[src/rtl/pc_next_ctrl.sv]
// Next-PC selection and IF/ID flush/hold control for the fetch stage.
// Optional event counters are compiled in when PC_NEXT_STATS_EN is defined.
module pc_next_ctrl #(
    parameter int PC_WIDTH     = 10,
    parameter int PC_STEP      = 1,
    parameter int FLUSH_CYCLES = 1
) (
    input  logic                clock,
    input  logic                reset,
    input  logic [PC_WIDTH-1:0] pc_current,
    input  logic                jump,
    input  logic [PC_WIDTH-1:0] jump_target,
    input  logic                branch_taken,
    input  logic [PC_WIDTH-1:0] branch_target,
    input  logic                load_use_hazard,
    input  logic                halt_instr,
    output logic [PC_WIDTH-1:0] PC_new,
    output logic                PC_write,
    output logic                ifid_write,
    output logic                ifid_flush,
    output logic                halted
`ifdef PC_NEXT_STATS_EN
    ,
    output logic [15:0]         redirect_count,
    output logic [15:0]         stall_count
`endif
);

    localparam int CNT_W = (FLUSH_CYCLES < 1) ? 1 : $clog2(FLUSH_CYCLES + 1);
    localparam logic [CNT_W-1:0] FLUSH_RELOAD = CNT_W'(FLUSH_CYCLES - 1);

    typedef enum logic [1:0] {
        ST_RUN   = 2'd0,
        ST_FLUSH = 2'd1,
        ST_HALT  = 2'd2
    } state_t;

    state_t              state_q, state_d;
    logic [CNT_W-1:0]    flush_cnt_q, flush_cnt_d;

    logic                redirect_req;
    logic [PC_WIDTH-1:0] redirect_pc;
    logic [PC_WIDTH-1:0] pc_seq;
    logic                take_redirect;

    assign redirect_req = jump | branch_taken;
    assign redirect_pc  = jump ? jump_target : branch_target;
    // Natural truncation gives the modulo-2^PC_WIDTH wrap.
    assign pc_seq       = pc_current + PC_WIDTH'(PC_STEP);

    always_comb begin
        state_d       = state_q;
        flush_cnt_d   = flush_cnt_q;
        PC_new        = pc_current;
        PC_write      = 1'b0;
        ifid_write    = 1'b0;
        ifid_flush    = 1'b0;
        halted        = 1'b0;
        take_redirect = 1'b0;

        if (reset) begin
            state_d     = ST_RUN;
            flush_cnt_d = '0;
            PC_new      = '0;
            PC_write    = 1'b1;
            ifid_flush  = 1'b1;
        end else begin
            unique case (state_q)
                ST_RUN: begin
                    if (halt_instr) begin
                        ifid_flush = 1'b1;
                        state_d    = ST_HALT;
                    end else if (redirect_req) begin
                        take_redirect = 1'b1;
                    end else if (!load_use_hazard) begin
                        PC_new     = pc_seq;
                        PC_write   = 1'b1;
                        ifid_write = 1'b1;
                    end
                end
                ST_FLUSH: begin
                    // ID holds a bubble here, so halt and load-use are meaningless.
                    if (redirect_req) begin
                        take_redirect = 1'b1;
                    end else begin
                        PC_new     = pc_seq;
                        PC_write   = 1'b1;
                        ifid_write = 1'b1;
                        ifid_flush = 1'b1;
                        if (flush_cnt_q <= CNT_W'(1)) begin
                            state_d     = ST_RUN;
                            flush_cnt_d = '0;
                        end else begin
                            flush_cnt_d = flush_cnt_q - CNT_W'(1);
                        end
                    end
                end
                ST_HALT: begin
                    ifid_flush = 1'b1;
                    halted     = 1'b1;
                end
                default: begin
                    state_d     = ST_RUN;
                    flush_cnt_d = '0;
                end
            endcase

            if (take_redirect) begin
                PC_new     = redirect_pc;
                PC_write   = 1'b1;
                ifid_write = 1'b1;
                ifid_flush = 1'b1;
                if (FLUSH_CYCLES > 1) begin
                    state_d     = ST_FLUSH;
                    flush_cnt_d = FLUSH_RELOAD;
                end else begin
                    state_d     = ST_RUN;
                    flush_cnt_d = '0;
                end
            end
        end
    end

    always_ff @(posedge clock) begin
        if (reset) begin
            state_q     <= ST_RUN;
            flush_cnt_q <= '0;
        end else begin
            state_q     <= state_d;
            flush_cnt_q <= flush_cnt_d;
        end
    end

`ifdef PC_NEXT_STATS_EN
    logic        redirect_acc;
    logic        stall_acc;
    logic [15:0] redirect_count_q, redirect_count_d;
    logic [15:0] stall_count_q, stall_count_d;

    assign redirect_acc = !reset && redirect_req &&
                          ((state_q == ST_FLUSH) || (state_q == ST_RUN && !halt_instr));
    assign stall_acc    = !reset && (state_q == ST_RUN) && !halt_instr &&
                          !redirect_req && load_use_hazard;

    always_comb begin
        redirect_count_d = redirect_count_q;
        stall_count_d    = stall_count_q;
        if (redirect_acc && redirect_count_q != 16'hFFFF) begin
            redirect_count_d = redirect_count_q + 16'd1;
        end
        if (stall_acc && stall_count_q != 16'hFFFF) begin
            stall_count_d = stall_count_q + 16'd1;
        end
    end

    always_ff @(posedge clock) begin
        if (reset) begin
            redirect_count_q <= '0;
            stall_count_q    <= '0;
        end else begin
            redirect_count_q <= redirect_count_d;
            stall_count_q    <= stall_count_d;
        end
    end

    assign redirect_count = redirect_count_q;
    assign stall_count    = stall_count_q;
`endif

endmodule

[config.mk]
export PLATFORM = sky130hd
export DESIGN_NAME = pc_next_ctrl
export DESIGN_NICKNAME = d
export VERILOG_FILES = /design/src/rtl/pc_next_ctrl.sv
export SDC_FILE = /design/constraint.sdc
export NUM_CORES = 1
export LEC_CHECK = 0
export ABC_AREA = 1
export CORE_UTILIZATION = 48
export DETAILED_ROUTE_END_ITERATION = 10
export DONT_BUFFER_PORTS = 1
export PLACE_DENSITY_LB_ADDON = 0.2
export SYNTH_ARGS = -nofsm -noshare
export SYNTH_HDL_FRONTEND = slang
export SYNTH_SLANG_ARGS = --single-unit
[constraint.sdc]
create_clock -name clock -period 1.22 [get_ports clock]
set_input_delay 0.122 -clock clock [delete_from_list [all_inputs] [get_ports clock]]
set_output_delay 0.122 -clock clock [all_outputs]
set_load 0.02 [all_outputs]
# Word-level counts from Yosys, hierarchy flattened
# Index checks and enable logic that the tools add are counted.
# word_totals
register_bits,3
inputBits,36
elab_cells,51
# op_classes
addsub,2
n_lt_le_gt_ge,1
eq_ne,5
muxes,33
bitwise_logic,3
reduce_logical,5
# op_table
op,n
$mux W10,7
$pmux W10 S2,1
$mux W1,17
$add A10 B1 Y10 const B,1
$mux W2,3
$ne A2 B2 Y1 const B,3
$pmux W1 S2,3
$pmux W2 S3,1
$reduce_and A4 Y1,1
$reduce_or A2 Y1,2
$pmux W1 S3,1
$eq A2 B1 Y1 const B,1
$eq A2 B2 Y1 const B,1
$logic_not A2 Y1,1
$not A1 Y1,2
$reduce_and A2 Y1,1
$le A1 B1 Y1 const B,1
$or A1 B1 Y1,1
$sub A1 B1 Y1 const B,1

# Depth between registers and ports, before layout
# Gate-level depths: netlist of the first run.
# depth
depth_word,7
ltp_mapped,9
depth_no_buf,9

# Worst setup path before layout of the first run
# OpenSTA, ideal clock, no wires.
# synth_timing
kind,reg-to-output
from,register state_q[1]
to,output port ifid_write
arrival_time_ns,1.147
t_required_ns,1.098
slack_ns,-0.049
stages_incl_launch_ff,7
cell_sequence,dfxtp_1 > nor2_4 > inv_4 > nor2_4 > buf_6 > nor2_1 > nor2_1
# synth_via
elab_chain_len,5
elab_cells_between_ends,7
cone_classes,eq/ne (1); mux (5); reduce/logical (1)
# synth_rtl
element,line_no,text
start: declaration,38,"state_t state_q, state_d;"
start signal: assignment,129,state_q <= state_d;
$eq A2 B1 Y1 or $logic_not A2 Y1 (tied branches),68,unique case (state_q)
$pmux W1 S2,68,
$mux W1,61,if (reset) begin
$mux W1 *,108,if (take_redirect) begin
$mux W1 *,61,
end: declaration,19,"output logic ifid_write,"
# Every way passes the cells marked *; elsewhere a longest branch is shown, timed or not. The select of a mux whose other input is x is not followed.

# Final worst setup path of the first run
# layout_timing
from,register state_q[1]
to,output port PC_new[7]
# layout_via
elab_chain_len,5
elab_cells_between_ends,7
cone_classes,eq/ne (1); mux (5); reduce/logical (1)
# layout_rtl
element,line_no,text
$eq A2 B1 Y1 or $logic_not A2 Y1 (tied branches),68,
$pmux W1 S2,68,
$mux W1,61,
$mux W10 *,108,
$mux W10 *,61,
end: declaration,17,"output logic [PC_WIDTH-1:0] PC_new,"
# Marks and branches as above.

==> out/results.ini, run 1 <==
[sta]
hold_viol_final=0
setup_slack_ps=-18.7
max_freq_mhz=807
min_period_ps=1240
tightest_slew_ps=389
setup_violations=2
rsz0062_at_grt=true
min_period_over_period_pct=102
drv_slew=0
slew-limit-headroom_pct=74.0
finalClockSkew_ps=0

[grt]
first_global_vias=647
grt_overflow=0
grt_util_all_layers_pct=23.0
grt_max_degree=13
grt_pass1_wl_um=2570
antenna_found_initial=0

[drt]
drtAntennaViolNets=0
first_iter_violations=19
routed_via_density=5.48
drcViolationCount=0
wirelength_um=1720
routedWlPerCell_um=11.8
dr.pass1.iters=4
num_vias=794

[setup_path]
r2r_end=state_q[1]$_SDFFE_PP0P_
critPathLaunchType=flop
required_ps=1100
arrival_ps=1120
worst-path-buf-inv=3
path_max_fanout=9
r2r_setup_slack_ps=450
worstRegToRegCells=3
cp_slowest_stage_delay_ps=310
cp-end-kind=output pin
worst_path_max_delay_cell=dfxtp_2
criticalPathCategory=flop to output pin
worstSetupPathDepth=7
crit_chain=nor2_4 > inv_4 > nor2_4 > buf_6 > o21ai_0 > nand3_1 > inv_2
cp-startpoint=state_q[1]$_SDFFE_PP0P_
reg2reg_from=state_q[1]$_SDFFE_PP0P_
cp-endpoint=PC_new[7]
critPathTopFamily=simple AND/OR/NAND/NOR gates
crit_top_cell=nor2_4

[floorplanning]
fp.dieArea_um2=1510
die_w_um=38.9
coreArea_um2=1190
die_h_um=38.9
rows=12
ioPinCount=50
start_util_pct=55.0

[cells_and_area]
largest_register_ffs=1
instances_no_fill=145
reg_top3=state_q (1)
fin_nets=170
syn2layout_area_growth_pct=6.72
top_register=state_q
drive_gt1_share_pct=19.8
nFillCells=119
antennaDiodeCount=0
layout_common_cells=nand2_1, nand3_1, nor2_1, inv_1, inv_2
mostFrequentLayoutCell=nand2_1
final_core_util_pct=58.6

[flow_run]
cap_violations=0

[synth]
yosys.area_share.simple_pct=66.2
synth_edf_count=0
syn_avg_cell_area_um2=5.01
synth.cell_area_um2=652
ys_seq_area_share_pct=3.07
ys_ff_latch=1
netlist_instances=130
synthFlopType=dfxtp_1
synth_mux_area_share_pct=0
synth_nets=167
synth_cell_types=21
synth_top_family_by_area=simple AND/OR/NAND/NOR gates
yosys_warnings=0
synth_xor_area_share_pct=0
ys_async_sr_fraction_pct=0
synthAdderAreaFrac_pct=1.92
synth_compound_area_share_pct=11.5

[run_status]
status=finished, violations left
violations=negative setup slack

[place]
dp_cells=145
gp_congestion=0.808
dpl.hpwl_um=1450
io_buffers=0

[power_and_ir_drop]
power_density_nw_per_um2=379
p_leak_nw=0.376
peakVddDrop_uv=193

[cts]
path_clk_slew_ps=0
postCtsSetupBuffers=0
holdBufCountCts=0
insertion_delay_ps=0

[worst_hold_path]
hold_class=primary input to flop

per-stage QoR:
step / setup slack [ps] / cell area, um^2 / TNS (ps) / hold WS, ps / power (mW)
after global placement: 12.1 / 678 / 0 / 198 / 0.249
final: -18.7 / 696 / -26.6 / 188 / 0.264
after floorplan: 9.77 / 654 / 0 / 194 / 0.228
after detailed placement: -34.1 / 678 / -78.0 / 196 / 0.252
after global routing: -83.5 / 696 / -710 / 199 / 0.287
after CTS: -1.92 / 678 / -1.92 / 197 / 0.257
what timing repair did:
item | in CTS | in global routing
pin swaps | 0 | 5
endpoints found under the setup margin | 7 | 11
resized for setup | 7 | 7
how the worst min path moves through the flow:
stage	from	endpoint	slack (ps)	cells after the start
after floorplan	reset	state_q[1]$_SDFFE_PP0P_	190	1
after global placement	reset	state_q[1]$_SDFFE_PP0P_	200	1
after detailed placement	reset	state_q[1]$_SDFFE_PP0P_	200	1
after CTS	reset	state_q[1]$_SDFFE_PP0P_	200	1
after global routing	reset	state_q[1]$_SDFFE_PP0P_	200	1
final	reset	state_q[1]$_SDFFE_PP0P_	190	1
layout make-up:
type	count	area, um^2	area share [%]
timing repair buffer	3	26.3	3.78
sequential	1	21.3	3.06
tap	14	17.5	2.52
multi-input combinational	102	532	76.4
inverter	25	98.8	14.2
synth_stat cells, types with 2 or more instances:
master	number	area [um^2]
nand2_1	32	120
nand3_1	23	115
inv_1	22	82.6
nor2_1	21	78.8
o21ai_1	6	30.0
nor2_4	4	45.0
a31oi_1	3	18.8
nand3b_1	3	22.5
inv_2	2	7.51
nand4_1	2	12.5
o21ai_0	2	10.0
power breakdown:
part	internal [mW]	switching (mW)	leakage (nW)
Sequential	0.0363	0.00225	0.00857
Clock	0	0	0
Combinational	0.0707	0.154	0.367
Total	0.107	0.157	0.376
metal layers:
layer | track usage [%] | vias up | part of all wire, %
li1 | - | 416 | -
met5 | 0 | - | 0
met4 | 3.45 | 0 | 0.93
met3 | 2.31 | 2 | 9.6
met2 | 38.3 | 42 | 45
met1 | 31.8 | 334 | 45
kinds of logic (layout without fill, tap and decap cells):
kind of cell / Yosys count / after routing
AND/OR/NAND/NOR: 88 / 88
AO/OA/AOI/OAI: 13 / 13
buffers and inverters: 27 / 28
flip-flops: 1 / 1
adder cells (fa/ha/maj): 1 / 1
No activity file was read; power rests on OpenSTA's default activity.
==> run 2, diff against run 1 <==
--- a/config.mk
+++ b/config.mk
@@ -6,6 +6,8 @@
 export NUM_CORES = 1
 export LEC_CHECK = 0
 export ABC_AREA = 1
+export ABC_CLOCK_PERIOD_IN_PS = 1220
+export CORE_MARGIN = 3
 export CORE_UTILIZATION = 48
 export DETAILED_ROUTE_END_ITERATION = 10
 export DONT_BUFFER_PORTS = 1
==> out/results.ini, run 2 (synthesized netlist as in run 1, its figures left out) <==
[power_and_ir_drop]
power_density_nw_per_um2=379
p_leak_nw=0.386
peakVddDrop_uv=284

[grt]
grt_pass1_wl_um=2730
grt_overflow=0
grt_util_all_layers_pct=17.6
grt_max_degree=13
antenna_found_initial=0
first_global_vias=693

[setup_path]
cp_slowest_stage_delay_ps=310
r2r_end=state_q[1]$_SDFFE_PP0P_
worst-path-buf-inv=3
cp-end-kind=output pin
r2r_setup_slack_ps=460
reg2reg_from=state_q[1]$_SDFFE_PP0P_
required_ps=1100
arrival_ps=1130
critPathTopFamily=simple AND/OR/NAND/NOR gates
criticalPathCategory=flop to output pin
crit_chain=nor2_4 > inv_4 > nor2_4 > inv_2 > nand3_1 > nand3_1 > inv_2
path_max_fanout=9
critPathLaunchType=flop
worstRegToRegCells=3
worst_path_max_delay_cell=dfxtp_2

[cells_and_area]
layout_common_cells=nand2_1, nand3_1, nor2_1, inv_1, inv_2
instances_no_fill=148
fin_nets=173
top_register=state_q
antennaDiodeCount=0
syn2layout_area_growth_pct=9.79
mostFrequentLayoutCell=nand2_1
reg_top3=state_q (1)
largest_register_ffs=1
drive_gt1_share_pct=21.6

[cts]
insertion_delay_ps=0
path_clk_slew_ps=0
holdBufCountCts=0

[drt]
first_iter_violations=16
num_vias=794
routed_via_density=5.36
wirelength_um=1730
drcViolationCount=0
drtAntennaViolNets=0
routedWlPerCell_um=11.7
dr.pass1.iters=4

[worst_hold_path]
hold_depth=1
min_to=state_q[1]$_SDFFE_PP0P_
min_from=reset
hold_class=primary input to flop

[floorplanning]
rows=12
coreArea_um2=1190
ioPinCount=50
start_util_pct=55.0
fp.dieArea_um2=1840
die_w_um=42.9
die_h_um=42.9

[sta]
setup_slack_ps=-30.2
max_freq_mhz=800
slew-limit-headroom_pct=74.3
drv_slew=0
tightest_slew_ps=385
hold_viol_final=0
finalClockSkew_ps=0
tns_ps=-139
rsz0062_at_grt=true
min_period_ps=1250
setup_violations=7
min_period_over_period_pct=102

[place]
gp_congestion=0.846
dp_cells=147
dpl.hpwl_um=1480
io_buffers=0
dp_slack_ps=-44.1

[run_status]
violations=negative setup slack
status=finished, violations left

[flow_run]
cap_violations=0

run 2: changes by cell type in the layout (fill, tap and decap cells not counted), sizes merged:
| cell | before | now |
|---|---|---|
| buf | 3 | 5 |
| nor2 | 27 | 28 |
run 2: repair_timing:
| item | 4_1_cts | 5_1_grt |
|---|---|---|
| pin swaps | 1 | 1 |
| buffers inserted | 0 | 0 |
| setup endpoints to repair | 9 | 11 |
| gates cloned | 0 | 1 |
| endpoints found under the hold margin | 0 | 0 |
| gates resized for setup | 9 | 3 |
run 2: worst max path at each step:
| stage | startpoint | end | slack, ps | depth (start not counted) |
|---|---|---|---|---|
| final | state_q[1]$_SDFFE_PP0P_ | PC_new[4] | -30 | 7 |
| after global routing | state_q[1]$_SDFFE_PP0P_ | PC_new[0] | -110 | 7 |
| after CTS | state_q[1]$_SDFFE_PP0P_ | PC_new[0] | -6 | 6 |
| after detailed placement | state_q[1]$_SDFFE_PP0P_ | PC_new[4] | -40 | 7 |
| after global placement | state_q[1]$_SDFFE_PP0P_ | PC_new[4] | -20 | 7 |
| after floorplan | state_q[1]$_SDFFE_PP0P_ | PC_new[0] | 10 | 6 |
run 2: metrics by stage:
step | instance area (um^2) | power (mW) | util (%) | hold slack (ps)
3_5_place_dp | 693 | 0.261 | 58.4 | 199
2_1_floorplan | 654 | 0.228 | - | 194
3_3_place_gp | 693 | 0.257 | 58.4 | 195
6_report | 716 | 0.272 | 60.3 | 189
5_1_grt | 716 | 0.296 | 60.3 | 197
4_1_cts | 694 | 0.268 | 58.5 | 191
run 2: layout make-up:
type                            count  area [um^2]
Fill cell                         134          470
Multi-Input combinational cell    103          543
Timing Repair Buffer                5         37.5
Inverter                           25         96.3
Sequential cell                     1         21.3
Tap cell                           14         17.5
run 2: power breakdown:
group | leakage [nW] | switching, mW | internal (mW)
combinational | 0.377 | 0.157 | 0.0755
clock | 0 | 0 | 0
sequential | 0.00857 | 0.00254 | 0.0363
total | 0.386 | 0.160 | 0.112
run 2: metal layers:
| metal | up-vias | routed length [um] | track usage (%) |
|---|---|---|---|
| met5 | - | 0 | 0 |
| met4 | 0 | 0 | 0 |
| met3 | 0 | 166 | 1.69 |
| met2 | 38 | 838 | 31.7 |
| met1 | 332 | 728 | 23.5 |
| li1 | 424 | - | - |
==> run 3, diff against run 2 <==
--- a/config.mk
+++ b/config.mk
@@ -11,7 +11,7 @@
 export CORE_UTILIZATION = 48
 export DETAILED_ROUTE_END_ITERATION = 10
 export DONT_BUFFER_PORTS = 1
-export PLACE_DENSITY_LB_ADDON = 0.2
+export PLACE_DENSITY_LB_ADDON = 0.08
 export SYNTH_ARGS = -nofsm -noshare
 export SYNTH_HDL_FRONTEND = slang
 export SYNTH_SLANG_ARGS = --single-unit
==> out/results.ini, run 3 (synthesized netlist as in run 1, its figures left out) <==
[cells_and_area]
antennaDiodeCount=0
fin_nets=174
final_core_util_pct=59.7
mostFrequentLayoutCell=nand2_1
reg_top3=state_q (1)
seq_area_um2=20.0
nFillCells=147
layout_common_cells=nand2_1, nand3_1, nor2_1, inv_1, inv_2
multi_input_area_um2=522
drive_gt1_share_pct=20.7
syn2layout_area_growth_pct=8.64
top_register=state_q
largest_register_ffs=1
instances_no_fill=149

[run_status]
status=finished, violations left
violations=negative setup slack

[cts]
path_clk_slew_ps=0
holdBufCountCts=0
insertion_delay_ps=0

[sta]
max_freq_mhz=807
finalClockSkew_ps=0
tightest_slew_ps=390
min_period_over_period_pct=102
setup_slack_ps=-18.9
drv_slew=0
rsz0062_at_grt=true
slew-limit-headroom_pct=73.9
min_period_ps=1240
setup_violations=4
hold_viol_final=0

[place]
dp_cells=147
dpl.hpwl_um=1470
gp_congestion=0.821
io_buffers=0

[flow_run]
cap_violations=0

[power_and_ir_drop]
pwr-share-seq_pct=14.0
p_sw_share_pct=57.5
p_clk_share_pct=0
p_comb_share_pct=86.0
p_sw_uw=156
power_density_nw_per_um2=383
p_leak_nw=0.393
peakVddDrop_uv=278
p_int_uw=115

[floorplanning]
coreArea_um2=1190
ioPinCount=50
fp.dieArea_um2=1840
die_w_um=42.9
die_h_um=42.9
rows=12
start_util_pct=55.0

[grt]
grt_max_degree=13
antenna_found_initial=0
first_global_vias=618
grt_overflow=0
grt_pass1_wl_um=2570
grt_util_all_layers_pct=17.0

[setup_path]
worstRegToRegCells=4
critPathLaunchType=flop
r2r_end=state_q[1]$_SDFFE_PP0P_
cp-end-kind=output pin
criticalPathCategory=flop to output pin
cp-startpoint=state_q[1]$_SDFFE_PP0P_
path_max_fanout=9
required_ps=1100
r2r_setup_slack_ps=390
reg2reg_from=state_q[1]$_SDFFE_PP0P_
cp-endpoint=PC_new[7]
arrival_ps=1120

[worst_hold_path]
hold_class=primary input to flop

[drt]
num_vias=791
drcViolationCount=0
dr.pass1.iters=4
routed_via_density=5.31
wirelength_um=1690
first_iter_violations=14
drtAntennaViolNets=0
routedWlPerCell_um=11.4

==> run 3: cell count changes in the layout (fill, tap and decap cells not counted), sizes merged <==
cell  change
buf       +2
nor2      -1
==> run 3: power groups by stage <==
stage	registers (mW)	logic (mW)	clock network (mW)
after floorplan	0.0378	0.190	0
after global placement	0.0380	0.221	0
after detailed placement	0.0381	0.222	0
after CTS	0.0381	0.232	0
after global routing	0.0383	0.259	0
final	0.0380	0.233	0
==> run 3: how the worst min path moves through the flow <==
stage / depth (start not counted) / endpoint / start
2_1_floorplan: 1 / state_q[1]$_SDFFE_PP0P_ / reset
3_3_place_gp: 1 / state_q[1]$_SDFFE_PP0P_ / reset
3_5_place_dp: 1 / state_q[1]$_SDFFE_PP0P_ / reset
4_1_cts: 1 / state_q[1]$_SDFFE_PP0P_ / reset
5_1_grt: 1 / state_q[1]$_SDFFE_PP0P_ / reset
6_report: 1 / state_q[1]$_SDFFE_PP0P_ / reset
==> run 3: worst max-delay path: stages, from the launching register on <==
cell and delay (ps):
dfxtp_1 310, nor2_4 150, inv_4 70, nor2_4 150
inv_2 110, nand3_1 120, nand3_1 90, inv_2 110
==> run 3: cell type report <==
cell class | count | area share (%)
multi-input cells | 102 | 73.7
inverters | 25 | 13.6
repair buffers | 7 | 7.42
flip-flops and latches | 1 | 2.83
well taps | 14 | 2.47
==> run 3: routing by layer <==
layer	global-route usage (%)	wire length (um)	part of all wire (%)
met5	0	0	0
met2	26.3	711	42
met3	0.847	156	9.2
met1	26.7	824	49
met4	0	0	0
==> run 3: repair_timing <==
item,in CTS,in global routing
resized for setup,9,0
setup endpoints to repair,10,10
setup buffers,1,1
pin swaps,0,1
==> run 3: stage by stage <==
stage | total power, mW | setup TNS, ps | cell area, um^2 | setup slack (ps) | hold slack [ps]
finish | 0.271 | -54.2 | 708 | -18.9 | 195
floorplan | 0.228 | 0 | 654 | 9.77 | 194
CTS | 0.270 | -105 | 701 | -27.7 | 197
detailed placement | 0.260 | -370 | 693 | -64.1 | 197
global route | 0.297 | -924 | 708 | -121 | 203
global placement | 0.259 | -239 | 693 | -54.3 | 196
